$ cat src/rtl/bus_master_arbiter_pkg.sv
// bus_master_arbiter_pkg
// Shared definitions for the external bus master arbiter:
//   - arb_state_e : arbiter FSM state encoding
//   - MAX_MASTERS : largest supported number of requesters
//   - idx_width() : width of a master index for a given master count
package bus_master_arbiter_pkg;

  localparam int unsigned MAX_MASTERS = 8;

  typedef enum logic [1:0] {
    StIdle    = 2'd0,
    StRequest = 2'd1,
    StGranted = 2'd2,
    StRelease = 2'd3
  } arb_state_e;

  // At least one bit so a single-master build still has a legal index vector.
  function automatic int unsigned idx_width(input int unsigned n);
    return (n > 1) ? $clog2(n) : 1;
  endfunction

endpackage

$ cat src/rtl/rr_priority_picker.sv
// rr_priority_picker
// Combinational round-robin search. Starting just above last_i and ascending
// with wrap-around, returns the first index whose request bit is set.
// Ports:
//   req_i   : request vector (already masked by the caller)
//   last_i  : index of the previous winner (lowest priority this round)
//   found_o : at least one request bit set
//   idx_o   : winning index (0 when nothing is found)
module rr_priority_picker
  import bus_master_arbiter_pkg::*;
#(
  parameter int unsigned NumMasters = 4,
  parameter int unsigned IdxW       = idx_width(NumMasters)
) (
  input  logic [NumMasters-1:0] req_i,
  input  logic [IdxW-1:0]       last_i,
  output logic                  found_o,
  output logic [IdxW-1:0]       idx_o
);

  logic [IdxW-1:0] cand;

  always_comb begin
    found_o = 1'b0;
    idx_o   = '0;
    cand    = '0;
    // Offset 1..NumMasters visits every index once, ending on last_i itself.
    for (int unsigned off = 1; off <= NumMasters; off++) begin
      cand = IdxW'((32'(last_i) + off) % NumMasters);
      if (!found_o && req_i[cand]) begin
        found_o = 1'b1;
        idx_o   = cand;
      end
    end
  end

endmodule

$ cat src/rtl/bus_master_arbiter.sv
// bus_master_arbiter
// Shares the system bus among NUM_MASTERS external masters. A winner is picked
// round-robin in idle, the bus arbiter is asked to hold off the CPU
// (hold_request), and the grant is issued once the CPU side reports the bus
// released. The winner keeps the bus until it drops its request.
// Optional feature macro: BUS_MASTER_ARB_TIMEOUT_EN -- limits a grant to
// TIMEOUT_CYCLES cycles, pulses timeout_abort and locks the offender out until
// its request is seen low.
// Ports:
//   clock         : system clock
//   reset_n       : asynchronous active-low reset
//   request       : level request per master
//   bus_released  : CPU side has released the bus
//   hold_request  : external access request to the bus arbiter
//   grant         : one-hot bus ownership
//   grant_valid   : OR of grant
//   grant_index   : index of the current or last winner
//   timeout_abort : one-cycle pulse when a grant is revoked by timeout
module bus_master_arbiter
  import bus_master_arbiter_pkg::*;
#(
  parameter int unsigned NUM_MASTERS    = 4,
  parameter int unsigned TIMEOUT_CYCLES = 1024
) (
  input  logic                                 clock,
  input  logic                                 reset_n,
  input  logic [NUM_MASTERS-1:0]               request,
  input  logic                                 bus_released,
  output logic                                 hold_request,
  output logic [NUM_MASTERS-1:0]               grant,
  output logic                                 grant_valid,
  output logic [idx_width(NUM_MASTERS)-1:0]    grant_index,
  output logic                                 timeout_abort
);

  localparam int unsigned IdxW = idx_width(NUM_MASTERS);
  localparam logic [IdxW-1:0] LastInit = IdxW'(NUM_MASTERS - 1);

  if (NUM_MASTERS < 2 || NUM_MASTERS > MAX_MASTERS) begin : gen_bad_num_masters
    $error("NUM_MASTERS must be within 2..MAX_MASTERS");
  end
  if (TIMEOUT_CYCLES < 2) begin : gen_bad_timeout
    $error("TIMEOUT_CYCLES must be at least 2");
  end

  arb_state_e             state_q, state_d;
  logic                   hold_q, hold_d;
  logic [NUM_MASTERS-1:0] grant_q, grant_d;
  logic                   grant_valid_q, grant_valid_d;
  logic [IdxW-1:0]        idx_q, idx_d;
  logic [IdxW-1:0]        last_q, last_d;
  logic [NUM_MASTERS-1:0] eligible;
  logic                   pick_found;
  logic [IdxW-1:0]        pick_idx;

`ifdef BUS_MASTER_ARB_TIMEOUT_EN
  localparam int unsigned CntW = (TIMEOUT_CYCLES > 2) ? $clog2(TIMEOUT_CYCLES) : 1;

  logic [CntW-1:0]        cnt_q, cnt_d;
  logic [NUM_MASTERS-1:0] mask_q, mask_d;
  logic                   abort_q, abort_d;
  logic                   timeout_hit;

  assign timeout_hit   = (cnt_q == CntW'(TIMEOUT_CYCLES - 1));
  assign eligible      = request & ~mask_q;
  assign timeout_abort = abort_q;
`else
  assign eligible      = request;
  assign timeout_abort = 1'b0;
`endif

  rr_priority_picker #(
    .NumMasters (NUM_MASTERS),
    .IdxW       (IdxW)
  ) u_picker (
    .req_i   (eligible),
    .last_i  (last_q),
    .found_o (pick_found),
    .idx_o   (pick_idx)
  );

  always_comb begin
    state_d = state_q;
    idx_d   = idx_q;
    last_d  = last_q;
`ifdef BUS_MASTER_ARB_TIMEOUT_EN
    abort_d = 1'b0;
`endif
    unique case (state_q)
      StIdle: begin
        if (pick_found) begin
          state_d = StRequest;
          idx_d   = pick_idx;
        end
      end
      StRequest: begin
        // A winner giving up before the bus is free aborts without a grant.
        if (!request[idx_q]) begin
          state_d = StRelease;
        end else if (bus_released) begin
          state_d = StGranted;
        end
      end
      StGranted: begin
        // Normal release and CPU-side protocol error both beat the timeout.
        if (!request[idx_q] || !bus_released) begin
          state_d = StRelease;
        end
`ifdef BUS_MASTER_ARB_TIMEOUT_EN
        else if (timeout_hit) begin
          state_d = StRelease;
          abort_d = 1'b1;
        end
`endif
      end
      StRelease: begin
        if (!bus_released) begin
          state_d = StIdle;
          last_d  = idx_q;
        end
      end
      default: state_d = StIdle;
    endcase

    // Outputs are registered copies of what the next state implies.
    hold_d        = (state_d == StRequest) || (state_d == StGranted);
    grant_valid_d = (state_d == StGranted);
    grant_d       = grant_valid_d ? (NUM_MASTERS'(1) << idx_d) : '0;
  end

  always_ff @(posedge clock or negedge reset_n) begin
    if (!reset_n) begin
      state_q       <= StIdle;
      hold_q        <= 1'b0;
      grant_q       <= '0;
      grant_valid_q <= 1'b0;
      idx_q         <= '0;
      last_q        <= LastInit;
    end else begin
      state_q       <= state_d;
      hold_q        <= hold_d;
      grant_q       <= grant_d;
      grant_valid_q <= grant_valid_d;
      idx_q         <= idx_d;
      last_q        <= last_d;
    end
  end

`ifdef BUS_MASTER_ARB_TIMEOUT_EN
  always_comb begin
    // Zero outside GRANTED, so the count starts at 0 on entry.
    cnt_d  = (state_q == StGranted) ? cnt_q + 1'b1 : '0;
    // A request seen low lifts that master's lockout.
    mask_d = mask_q & request;
    if (abort_d) begin
      mask_d[idx_q] = 1'b1;
    end
  end

  always_ff @(posedge clock or negedge reset_n) begin
    if (!reset_n) begin
      cnt_q   <= '0;
      mask_q  <= '0;
      abort_q <= 1'b0;
    end else begin
      cnt_q   <= cnt_d;
      mask_q  <= mask_d;
      abort_q <= abort_d;
    end
  end
`endif

  assign hold_request = hold_q;
  assign grant        = grant_q;
  assign grant_valid  = grant_valid_q;
  assign grant_index  = idx_q;

endmodule

$ cat config.mk
export PLATFORM = sky130hd
export DESIGN_NAME = bus_master_arbiter
export DESIGN_NICKNAME = d
export VERILOG_FILES = /design/src/rtl/bus_master_arbiter_pkg.sv /design/src/rtl/rr_priority_picker.sv /design/src/rtl/bus_master_arbiter.sv
export SDC_FILE = /design/constraint.sdc
export NUM_CORES = 1
export LEC_CHECK = 0
export ABC_AREA = 0
export BUFFER_PORTS_ARGS = -buffer_cell sky130_fd_sc_hd__buf_4
export CORE_AREA = 2 2 39 41
export CTS_BUF_LIST = sky130_fd_sc_hd__clkbuf_8
export DETAILED_ROUTE_END_ITERATION = 12
export DIE_AREA = 0 0 41 43
export PLACE_DENSITY = 0.77
export REMOVE_ABC_BUFFERS = 1
export SYNTH_ARGS = -nofsm -noshare
export SYNTH_HDL_FRONTEND = slang
export SYNTH_SLANG_ARGS = --single-unit
$ cat constraint.sdc
create_clock -name clock -period 2.2 [get_ports clock]
set_input_delay 0.44 -clock clock [delete_from_list [all_inputs] [get_ports clock]]
set_output_delay 0.44 -clock clock [all_outputs]
set_load 0.02 [all_outputs]
# After elaboration in Yosys (flattened, before gate mapping)
# Index checks and enable logic that the tools add are counted.
# Widths: inputs -> output; s select.
# totals
elab_cells	61
regBits	12
# classes
mux	27
shift	1
bitwise	1
n_eq_ne	5
add_sub_neg	4
n_reduce_logical	12
magnitude_cmp	5
# op_table
op	count
$mux 2	11
$lt 2x3->1 const B	5
$bmux 1 s2	5
$mux 1	9
$pmux 2 s4	1
$eq 2x2->1 const B	3
$logic_not 1->1	5
$add 2x1->2 const B	2
$add 2x2->2 const B	2
$eq 2x1->1 const B	2
$mux 4	1
$shl 1x2->4 const A	1
$logic_and 1x1->1	3
$logic_not 2->1	1
$logic_or 1x1->1	2
$reduce_and 2->1	1
$not 1->1	1

# Depth between registers and ports, before layout
# depth
ltp_word	17
ltp_mapped	8
depth_no_buf	8

# Modules after synthesis
# From an unflattened synthesis, not the netlist that was laid out.
# unflattened
hier_cells	52
area_unflattened_um2	604.3
# modules_own_cells
module	instances	seq_area_each_um2	area_each_um2	cells_each
bus_master_arbiter	1	302.8	513.0	38
rr_priority_picker	1	0.0	91.3	14

# Worst setup path before layout
# OpenSTA, ideal clock, no wires.
# synth_path
path_kind	register to register
start	register idx_q[0], in the netlist grant_index[0]
end	register grant_q[1], in the netlist grant[1]
stages_incl_launch_ff	9
setup_slack_ns	0.051
setup_ns	0.120
t_arrival_ns	2.030
n_path_buf	0
required_ns	2.080
cell_sequence	dfrtp_1 > mux4_1 > nand2_1 > nor2_1 > o32a_1 > ha_1 > inv_1 > a311oi_1 > and3_1
# synth_via
elab_chain_len	8
# synth_lines
element	line	text
from (decl)	bus_master_arbiter.sv:50	logic [IdxW-1:0] idx_q, idx_d;
from (signal assigned)	bus_master_arbiter.sv:144	idx_q <= idx_d;
$bmux 1 s2 (*)	bus_master_arbiter.sv:98, bus_master_arbiter.sv:106	
$mux 1 (not written as such) (*)	bus_master_arbiter.sv:98, bus_master_arbiter.sv:106	
$logic_not 1->1	bus_master_arbiter.sv:106	if (!request[idx_q] || !bus_released) begin
$logic_or 1x1->1	bus_master_arbiter.sv:106	
$mux 2	bus_master_arbiter.sv:106	
$pmux 2 s4 (*)	bus_master_arbiter.sv:89	unique case (state_q)
$eq 2x2->1 (*)	bus_master_arbiter.sv:127	grant_valid_d = (state_d == StGranted);
via grant_valid_d	bus_master_arbiter.sv:49	logic grant_valid_q, grant_valid_d;
$mux 4 (*)	bus_master_arbiter.sv:128	grant_d = grant_valid_d ? (NUM_MASTERS'(1) << idx_d) : '0;
via grant_d[1]	bus_master_arbiter.sv:48	logic [NUM_MASTERS-1:0] grant_q, grant_d;
to (signal assigned)	bus_master_arbiter.sv:142	grant_q <= grant_d;
to (decl)	bus_master_arbiter.sv:48	
# Mark *: on every way through the listed nets, which the timed path passes. The rest lies on a longest branch. The select of a mux whose other input is x is not followed.
# A chain may end at the register's enable or synchronous reset.

# Final worst setup path
# Same ends and word-level chain as after synthesis.

==> impl_metrics.py <==
metrics = {
    "layout": {
        "drive_gt1_share_pct": 46.5,
        "stdcell_count": 102,
        "antenna_cells": 0,
        "nFillCells": 110,
        "finalNetCount": 95,
        "syn_to_final_growth_pct": 31.6,
    },
    "place": {
        "finalWeightedCongestion": 0.774,
        "port_buffers": 14,
        "dp_cells": 98,
        "hpwl_mm": 1.15,
        "place_ws_ps": -53.3,
    },
    "floorplan": {
        "die_h_microns": 43,
        "num_io_pins": 16,
        "die-area_sq_um": 1760,
        "fp.dieW_microns": 41,
        "rows": 14,
        "coreArea_sq_um": 1380,
        "start_util_pct": 49.3,
    },
    "hold_path": {
        "hp-class": "input port to async pin",
    },
    "clock_tree": {
        "clk_path_buf_depth": 2,
        "clock-sinks": 12,
        "insertion_delay_ps": 240,
        "cts_buffers": 3,
        "clk_pin_slew_worst_paths_ps": 50,
        "cts-root-buf": "clkbuf_8",
        "htree_levels": 1,
        "cts_tree": "yes",
        "post-cts-setup-buffers": 0,
    },
    "grt": {
        "grt-ovfl-total": 0,
        "grt_pass1_wl_mm": 2.55,
        "grt_pass1_vias": 586,
        "gr-usage-all-layers_pct": 22.0,
        "grt_max_degree": 13,
        "antenna_found_initial": 0,
    },
    "sta": {
        "grt_setup_unrepaired": "no",
        "finalHoldViolCount": 0,
        "setup_violations": 0,
        "max_freq_mhz": 485,
        "skew_ps": 1.57,
        "period_share_pct": 93.7,
        "layout_setup_ws_ps": 138,
        "slew_violations": 0,
        "whs_ps": 25.1,
        "min_period_ps": 2060,
        "setup_tns_ps": 0,
    },
    "route": {
        "dr.pass1.iters": 4,
        "via_per_inst": 5.49,
        "wl_mm": 1.44,
        "ant_nets": 0,
        "wl_per_cell_microns": 14.1,
        "drc": 0,
        "dr.first_iter.drc_count": 4,
        "via_count": 560,
    },
    "logic_synthesis": {
        "postSynthCellCount": 63,
        "syn-cell-area_sq_um": 682,
        "synth_seq_cells": 12,
        "ys_seq_area_share_pct": 44.4,
        "ys_types": 34,
        "synth_area_per_cell_sq_um": 10.8,
        "yosys_warnings": 0,
    },
    "worst_setup_path": {
        "critical_path_class": "register to register",
        "startpoint_type": "register",
        "cp-end-kind": "register",
        "critPathMaxFanout": 3,
        "cp.required_ps": 2330,
        "critPathArrivalTime_ps": 2190,
    },
    "run": {
        "max_cap_violations": 0,
    },
    "power": {
        "p_leak_nw": 0.428,
        "p_per_area_nw_per_um2": 1400,
        "vdd_drop_max_v": 0.000572,
    },
    "outcome": {
        "outcome": "finished clean",
    },
}
## report_power, final
part	internal, mW	total (mW)	switching, mW
registers	0.330	0.433	0.103
logic	0.294	0.586	0.292
clock network	0.158	0.240	0.0819
## final cells by class
class / count / area [sq um] / share of cell area, %
flip-flops and latches: 12 / 303 / 33.8
repair buffers: 21 / 158 / 17.6
inverters: 5 / 18.8 / 2.09
well taps: 16 / 20.0 / 2.23
clock buffers: 4 / 55.1 / 6.14
multi-input cells: 44 / 343 / 38.2
## cell families after synthesis
| kind of cell | after synthesis | share of synthesized area, % |
|---|---|---|
| AO/OA/AOI/OAI | 17 | 19.6 |
| buffers and inverters | 7 | 5.51 |
| XOR/XNOR | 1 | 1.28 |
| other | 1 | 0.550 |
| AND/OR/NAND/NOR | 20 | 18.2 |
| multiplexers | 4 | 8.62 |
| adder cells (fa/ha/maj) | 1 | 1.83 |
| flip-flops | 12 | 44.4 |
## timing repair
item,CTS,global route
hold buffers,0,0
endpoints found under the setup margin,0,2
resized for setup,0,3
## sequential cells by signal (all words and copies together) (netlist names)
name	count
state_q	2
grant	4
hold_request	1
last_q	2
grant_index	2
grant_valid	1
## cell usage in the layout, fill, tap and decap left out, types with 2 or more instances in the layout
cell      synthesis  routed
nor2_1            7       7
a21oi_1           4       4
inv_1             5       5
nand2_1           3       2
buf_4             1      21
and2b_2           3       3
dfstp_2           2       2
mux2_2            2       2
o21ai_0           2       2
clkbuf_8          0       4
dfrtp_1          10      10
## per-layer routing
| metal | share of wire [%] | wire, microns | global-route usage, % | vias to the layer above |
|---|---|---|---|---|
| met4 | 4.0 | 58 | 16.7 | 0 |
| met5 | 0 | 0 | 0 | - |
| met1 | 42 | 604 | 26.4 | 268 |
| li1 | - | - | - | 277 |
| met3 | 1.7 | 24 | 3.14 | 6 |
| met2 | 52 | 751 | 33.4 | 9 |
## worst paths after layout
path                                start        endpoint  slack, ps  cells past startpoint
min in group clock           bus_released      state_q[0]        570                      3
setup / recovery           grant_index[0]        grant[1]        140                      8
hold / removal                    reset_n  grant_index[1]         30                      1
hold reg to reg            grant_index[1]       last_q[1]        610                      1
setup reg to reg           grant_index[0]        grant[1]        140                      8
max in group asynchronous         reset_n       last_q[1]       1950                      1
## Yosys cell counts (all sizes together)
cell type,instances,area (sq um)
o21bai,1,7.51
a211oi,1,7.51
dfrtp,10,250
mux2i,1,10.0
and2b,3,26.3
dfstp,2,52.6
mux4,1,26.3
a311oi,1,8.76
buf,2,18.8
a211o,1,10.0
nor2,7,26.3
or4,2,18.8
conb,1,3.75
a31oi,1,12.5
o311a,1,10.0
mux2,2,22.5
o21ai,2,10.0
inv,5,18.8
a21boi,1,11.3
a21oi,4,20.0
o32ai,1,8.76
xor2,1,8.76
and4b,1,10.0
ha,1,12.5
nor2b,1,8.76
nand2,3,11.3
nand3b,1,7.51
o32a,1,10.0
and3,1,6.26
o211ai,1,7.51
nor4b,1,8.76
a311o,1,10.0
## worst max-delay path, stage by stage (launching register included)
cell and delay, ps:
dfrtp_1 390, mux4_2 540, nand2_2 100, nor2_1 60, o32a_1 330, ha_2 200, inv_1 80, a311oi_1 50
and3_1 200
## stage by stage
stage | util, % | instance area, sq um | power (mW)
6_report | 64.8 | 897 | 1.26
2_1_floorplan | - | 663 | 0.786
3_5_place_dp | 60.8 | 841 | 1.01
4_1_cts | 64.7 | 896 | 1.26
5_1_grt | 64.8 | 897 | 1.36
3_3_place_gp | 60.8 | 841 | 0.988
Note: power is estimated with default switching activity, not from simulation.
